==> config.mk <==
export PLATFORM = sky130hd
export DESIGN_NAME = filter_weight_sequencer
export DESIGN_NICKNAME = d
export VERILOG_FILES = /design/src/rtl/filter_weight_sequencer.sv
export SDC_FILE = /design/constraint.sdc
export NUM_CORES = 1
export LEC_CHECK = 0
export ABC_AREA = 1
export CAP_MARGIN = 20
export CORE_AREA = 2 2 135 137
export CTS_CLUSTER_SIZE = 16
export DETAILED_ROUTE_END_ITERATION = 10
export DIE_AREA = 0 0 137 139
export PLACE_DENSITY = 0.77
export SLEW_MARGIN = 20
export SYNTH_ARGS = -nofsm -noshare
export SYNTH_HDL_FRONTEND = slang
export SYNTH_SLANG_ARGS = --single-unit
==> constraint.sdc <==
create_clock -name clk -period 1.7 [get_ports clk]
set_input_delay 0.255 -clock clk [delete_from_list [all_inputs] [get_ports clk]]
set_output_delay 0.255 -clock clk [all_outputs]
set_load 0.02 [all_outputs]
==> src/rtl/filter_weight_sequencer.sv <==
// Per-filter weight fetch controller: reads one filter's taps and bias from the ROM,
// offers them to the conv engine, and holds them while every window of that filter is processed.
module filter_weight_sequencer #(
   parameter int NUM_FILTERS        = 4,
   parameter int WORDS_PER_FILTER   = 10,
   parameter int ADDR_WIDTH         = 6,
   parameter int DATA_WIDTH         = 16,
   parameter int WINDOWS_PER_FILTER = 676,
   parameter int WIN_WIDTH          = 10,
   parameter int FIDX_WIDTH         = 2
) (
   input  logic                    clk,
   input  logic                    rst,
   input  logic                    start,
   output logic                    mem_en,
   output logic [ADDR_WIDTH-1:0]   mem_addr,
   input  logic [9*DATA_WIDTH-1:0] mem_taps,
   input  logic [DATA_WIDTH-1:0]   mem_bias,
   output logic [9*DATA_WIDTH-1:0] w_taps,
   output logic [DATA_WIDTH-1:0]   w_bias,
   output logic                    w_valid,
   input  logic                    w_ready,
   input  logic                    win_done,
   output logic [FIDX_WIDTH-1:0]   filter_idx,
   output logic                    busy,
   output logic                    done
);

   typedef enum logic [2:0] {
      IDLE,
      FETCH,
      CAPTURE,
      OFFER,
      RUN,
      FINISH
   } state_t;

   localparam logic [ADDR_WIDTH-1:0] STRIDE      = ADDR_WIDTH'(WORDS_PER_FILTER);
   localparam logic [WIN_WIDTH-1:0]  LAST_WIN    = WIN_WIDTH'(WINDOWS_PER_FILTER - 1);
   localparam logic [FIDX_WIDTH-1:0] LAST_FILTER = FIDX_WIDTH'(NUM_FILTERS - 1);

   state_t                    state_q;
   logic                      memEn_q;
   logic [ADDR_WIDTH-1:0]     memAddr_q;
   logic [ADDR_WIDTH-1:0]     nextAddr_d;
   logic [9*DATA_WIDTH-1:0]   wTaps_q;
   logic [DATA_WIDTH-1:0]     wBias_q;
   logic                      wValid_q;
   logic [FIDX_WIDTH-1:0]     filterIdx_q;
   logic                      done_q;
   logic [WIN_WIDTH-1:0]      winCnt_q;

   // Filters sit back to back, so the next base address is the current one plus one stride.
   always_comb begin
      nextAddr_d = memAddr_q + STRIDE;
   end

   // Single-process FSM; every output is a register loaded on the edge that enters its state.
   always_ff @(posedge clk) begin
      if (rst) begin
         state_q     <= IDLE;
         memEn_q     <= 1'b0;
         memAddr_q   <= '0;
         wTaps_q     <= '0;
         wBias_q     <= '0;
         wValid_q    <= 1'b0;
         filterIdx_q <= '0;
         done_q      <= 1'b0;
         winCnt_q    <= '0;
      end else begin
         memEn_q <= 1'b0;
         done_q  <= 1'b0;
         case (state_q)
            IDLE: begin
               if (start) begin
                  state_q     <= FETCH;
                  memEn_q     <= 1'b1;
                  memAddr_q   <= '0;
                  filterIdx_q <= '0;
               end
            end
            FETCH: begin
               state_q <= CAPTURE;
            end
            CAPTURE: begin
               wTaps_q  <= mem_taps;
               wBias_q  <= mem_bias;
               wValid_q <= 1'b1;
               state_q  <= OFFER;
            end
            OFFER: begin
               // win_done is deliberately not looked at here, even on the handshake cycle.
               if (w_ready) begin
                  wValid_q <= 1'b0;
                  winCnt_q <= '0;
                  state_q  <= RUN;
               end
            end
            RUN: begin
               if (win_done) begin
                  if (winCnt_q == LAST_WIN) begin
                     if (filterIdx_q < LAST_FILTER) begin
                        filterIdx_q <= filterIdx_q + 1'b1;
                        memAddr_q   <= nextAddr_d;
                        memEn_q     <= 1'b1;
                        state_q     <= FETCH;
                     end else begin
                        done_q  <= 1'b1;
                        state_q <= FINISH;
                     end
                  end else begin
                     winCnt_q <= winCnt_q + 1'b1;
                  end
               end
            end
            FINISH: begin
               state_q <= IDLE;
            end
            default: begin
               state_q <= IDLE;
            end
         endcase
      end
   end

   assign mem_en     = memEn_q;
   assign mem_addr   = memAddr_q;
   assign w_taps     = wTaps_q;
   assign w_bias     = wBias_q;
   assign w_valid    = wValid_q;
   assign filter_idx = filterIdx_q;
   assign done       = done_q;
   assign busy       = (state_q != IDLE);

endmodule

# After elaboration in Yosys (flattened, before gate mapping)

Index checks and enable logic that the tools add are counted.

Input port bits: 165
Flip-flop bits (word level): 184
Output and inout port bits: 172
Word-level logic and storage cells: 65

Magnitude comparators: 1
Add/sub/neg operators: 3
Reduce and logical (&&, ||, !) cells: 10
Equality and inequality tests: 11
Bitwise gates (word level): 3
Muxes and demuxes: 28

Operators by type and width:

| operator              | count |
|---|---|
| $mux 10               | 3 |
| $mux 6                | 4 |
| $pmux 10 s2           | 1 |
| $mux 3                | 5 |
| $pmux 3 s5            | 1 |
| $ne 2x2->1 const B    | 6 |
| $pmux 6 s2            | 1 |
| $add 10x1->10 const B | 1 |
| $eq 10x10->1 const B  | 1 |
| $mux 2                | 4 |
| $reduce_and 4->1      | 2 |
| $add 6x4->6 const B   | 1 |
| $eq 3x2->1 const B    | 2 |
| $mux 1                | 6 |
| $reduce_bool 2->1     | 3 |
| $reduce_and 5->1      | 1 |
| $pmux 1 s2            | 2 |
| $pmux 2 s2            | 1 |
| $reduce_or 4->1       | 1 |
| $eq 3x1->1 const B    | 1 |
| $eq 3x3->1 const B    | 1 |
| $logic_not 3->1       | 1 |
| $not 1->1             | 3 |
| $reduce_bool 3->1     | 1 |
| 3 further kinds       | 3 |

# Longest topological paths before layout

Depth in word-level cells: 5
Depth in mapped cells: 10
Depth with buffers taken out: 9

# Least setup slack after synthesis

Ideal clock, no wire load.

Path type: register -> register
From: register winCnt_q[0]
To: register state_q[2]
Buffers on the path: 1
Library setup time: 0.110 ns
Arrival time: 1.360 ns
Path slack: 0.230 ns
Required time: 1.590 ns
Cell stages (with the launch flop): 10
Cell sequence: dfxtp_1 -> ha_1 -> nand2_1 -> nor2_1 -> nand4_1 -> nand2_2 -> buf_4 -> o21ai_0 -> nand2_1 -> inv_1

Longest elaborated chain between the ends: 3

Ends and longest elaborated chain:

| what                              | RTL line | source |
|---|---|---|
| start: declaration                | 51       | `logic [WIN_WIDTH-1:0] winCnt_q;` |
| start signal: assignment          | 112      | `winCnt_q <= winCnt_q + 1'b1;` |
| $eq 10x10->1                      | 101      | `if (winCnt_q == LAST_WIN) begin` |
| $ne 2x2->1 (no source line)       | --       |  |
| $reduce_and 4->1 (no source line) | --       |  |
| end signal: assignment            | 96       | `state_q <= RUN;` |
| end signal: assignment            | 106      | `state_q <= FETCH;` |
| end signal: assignment            | 109      | `state_q <= FINISH;` |
| end: declaration                  | 42       | `state_t state_q;` |

Every way passes these cells.
A chain may end at the register's enable or synchronous reset.

# Worst setup path in the final report

From: register wTaps_q[58] (netlist: w_taps[58])
To: output w_taps[58]

RTL lines:

| what                     | RTL line | source |
|---|---|---|
| start: declaration       | 46       | `logic [9*DATA_WIDTH-1:0] wTaps_q;` |
| start signal: assignment | 86       | `wTaps_q <= mem_taps;` |
| end: declaration         | 19       | `output logic [9*DATA_WIDTH-1:0] w_taps,` |

No word-level cell between the ends.

==> impl_metrics.json <==
{
  "drt-total-wl_mm": 19.9,
  "async_reset_ff_frac": 0,
  "cts_max_path_buffers": 2,
  "ys_types": 27,
  "die_x_um": 137,
  "cts_tree": "built",
  "cp.required_ns": 1.44,
  "wl_per_cell_um": 13.7,
  "first_pass_iters": 4,
  "rsz0062_at_grt": "false",
  "netlist_instances": 905,
  "start_util": 0.389,
  "critPathCapture": "w_taps[58]",
  "cts.sinks": 183,
  "path_clk_slew_ns": 0.07,
  "std_cell_rows": 49,
  "htreeDepth": 4,
  "ant_nets": 0,
  "n_antenna_cell": 0,
  "die_y_um": 139,
  "synth_nets": 1073,
  "p_int_uw": 9620,
  "grt_use_total": 0.208,
  "setup_viol_count_final": 0,
  "p_comb_frac": 0.317,
  "fin_crit_sh": 0.973,
  "syn2layout_area_growth_pct": 60.7,
  "p_sw_frac": 0.317,
  "p_sw_uw": 4460,
  "ff2ff_path_depth": 8,
  "ctsRootBufferMaster": "clkbuf_16",
  "start_kind": "register",
  "place_congestion": 0.864,
  "ff2ff_setup_slack_ns": 0.14,
  "grt_max_degree": 82,
  "drt_iter0_drc": 223,
  "grt_pass1_wl_mm": 31.7,
  "slew_violations": 0,
  "crit_cells": 1,
  "wl_met2_mm": 9.26,
  "antenna_found_initial": 0,
  "power_uw": 14100,
  "slowest_stage": "clkdlybuf4s50_1",
  "ys_seq_area_frac": 0.534,
  "overflow": 0,
  "portBuffers": 335,
  "design.core.area_um2": 17700,
  "clk_latency_ns": 0.42,
  "fin_cells": 1455,
  "ys_ff_latch": 183,
  "synth_edf_count": 0,
  "io-pin-count": 337,
  "num-fill-cells": 1585,
  "drv_cap": 0,
  "cts-hold-fix-buffers": 0,
  "synth_ff_type": "dfxtp_1",
  "skew_ns": 0.00687,
  "power_frac_seq": 0.382,
  "syn_avg_cell_area_um2": 7.59,
  "rr_startpoint": "winCnt_q[0]",
  "status": "finished clean",
  "synth_top_area_cell": "dfxtp_1",
  "placedCellCount": 1425,
  "final.setup.tns_ns": 0,
  "hold_violations": 0,
  "critPathArrivalTime_ns": 1.40,
  "worstSetupPathType": "register to output port",
  "m1WireLength_mm": 7.91,
  "yosys_warnings": 0,
  "min_period_ns": 1.65,
  "rr_endpoint": "state_q[2]",
  "ys_top_cells_by_area": "dfxtp_1 (53%), nor2_1 (19%), o21ai_0 (12%)",
  "end_kind": "output port",
  "drcViolationCount": 0,
  "p_leak_uw": 0.00436,
  "vias_per_cell": 4.70,
  "grt_pass1_vias": 6472,
  "hpwl_mm": 14.1,
  "cp_max_fo": 2,
  "clock.fmax_mhz": 604,
  "cpPeakStageDelay_ns": 0.65,
  "startpoint": "w_taps[58]",
  "synth_area_um2": 6870,
  "mostFrequentLayoutCell": "nor2_1",
  "nNetsFinal": 1383,
  "critical_path.top_delay_family": "buffers and inverters",
  "numCtsBuffers": 17,
  "wl_met3_mm": 2.28,
  "netlist.area_leader.share": 0.534,
  "power_frac_clock": 0.301,
  "drive_gt1_frac": 0.0546,
  "top_layer": "met4",
  "crit_chain": "clkdlybuf4s50_1",
  "mostFrequentLayoutCells": "nor2_1 (349), clkdlybuf4s50_1 (317), dfxtp_1 (181), o21ai_0 (163), nand2_1 (55)",
  "min_path_type": "input port to register",
  "dieArea_um2": 19000,
  "vdd_drop_max_mv": 0.709,
  "post-route-util": 0.625,
  "power.density_nw_per_um2": 1280,
  "critPathBufInv": 1,
  "vias": 6838,
  "holdWs_ns": 0.445
}
[worst min-delay path by stage]
stage,startpoint,to,cells after the start
final,mem_taps[81],w_taps[81],3
after global routing,mem_taps[92],w_taps[92],3
after CTS,mem_taps[81],w_taps[81],3
after detailed placement,w_valid,w_valid,2
after global placement,w_valid,w_valid,2
after floorplan,rst,w_valid,1
[routing by layer]
layer / vias to the layer above / global-route usage
li1: 3511 / -
met2: 254 / 0.346
met3: 30 / 0.0976
met4: 0 / 0.0705
met5: - / 0
met1: 3043 / 0.232
[per-stage QoR]
step                      setup WS, ns  cell area [um^2]
after floorplan                  0.230              6870
after global placement           0.185             10400
after detailed placement         0.137             10400
after CTS                      0.00640             11000
after global routing          0.000239             11000
final                           0.0452             11000
[kinds of logic after synthesis]
logic type	synth area share
adder cells (fa/ha/maj)	0.00547
flip-flops	0.534
XOR/XNOR	0.00383
AND/OR/NAND/NOR	0.259
AO/OA/AOI/OAI	0.135
other	0.000546
buffers and inverters	0.0623
[flip-flops by register name, summed over array words and instances (netlist names)]
signal      flops
winCnt_q       10
mem_en          1
filter_idx      2
mem_addr        5
state_q         3
done            1
w_bias         16
w_taps        144
w_valid         1
[synth_stat cells, types with 4 or more instances]
| cell | instances |
|---|---|
| nand2_1 | 55 |
| nand2_2 | 6 |
| a21oi_1 | 21 |
| nand3_1 | 22 |
| o21ai_0 | 163 |
| nor2_1 | 350 |
| dfxtp_1 | 183 |
| buf_2 | 21 |
| nand4_1 | 8 |
| buf_6 | 12 |
| clkbuf_1 | 24 |
| or2_2 | 4 |
| inv_1 | 15 |
[timing repair]
item                                    CTS  global route
setup buffers                             0             0
gates cloned                              0             0
gates resized for setup                  10            12
endpoints found under the setup margin    8            11
[power by group through the flow]
stage | Clock [uW] | Sequential [uW] | Combinational, uW
after detailed placement | 0 | 5480 | 4520
after floorplan | 0 | 6310 | 1560
after global placement | 0 | 5440 | 4490
after CTS | 4350 | 5380 | 4510
final | 4240 | 5380 | 4460
after global routing | 4520 | 5470 | 4890
[cell type report]
class                   instances  area [um^2]  share of cell area
flip-flops and latches        183         3670               0.332
repair buffers                352         3580               0.325
multi-input cells             642         2790               0.253
clock buffers                  18          439              0.0398
well taps                     229          287              0.0260
clock inverters                12          190              0.0172
inverters                      19         78.8             0.00715
(Power assumes the default switching activity.)
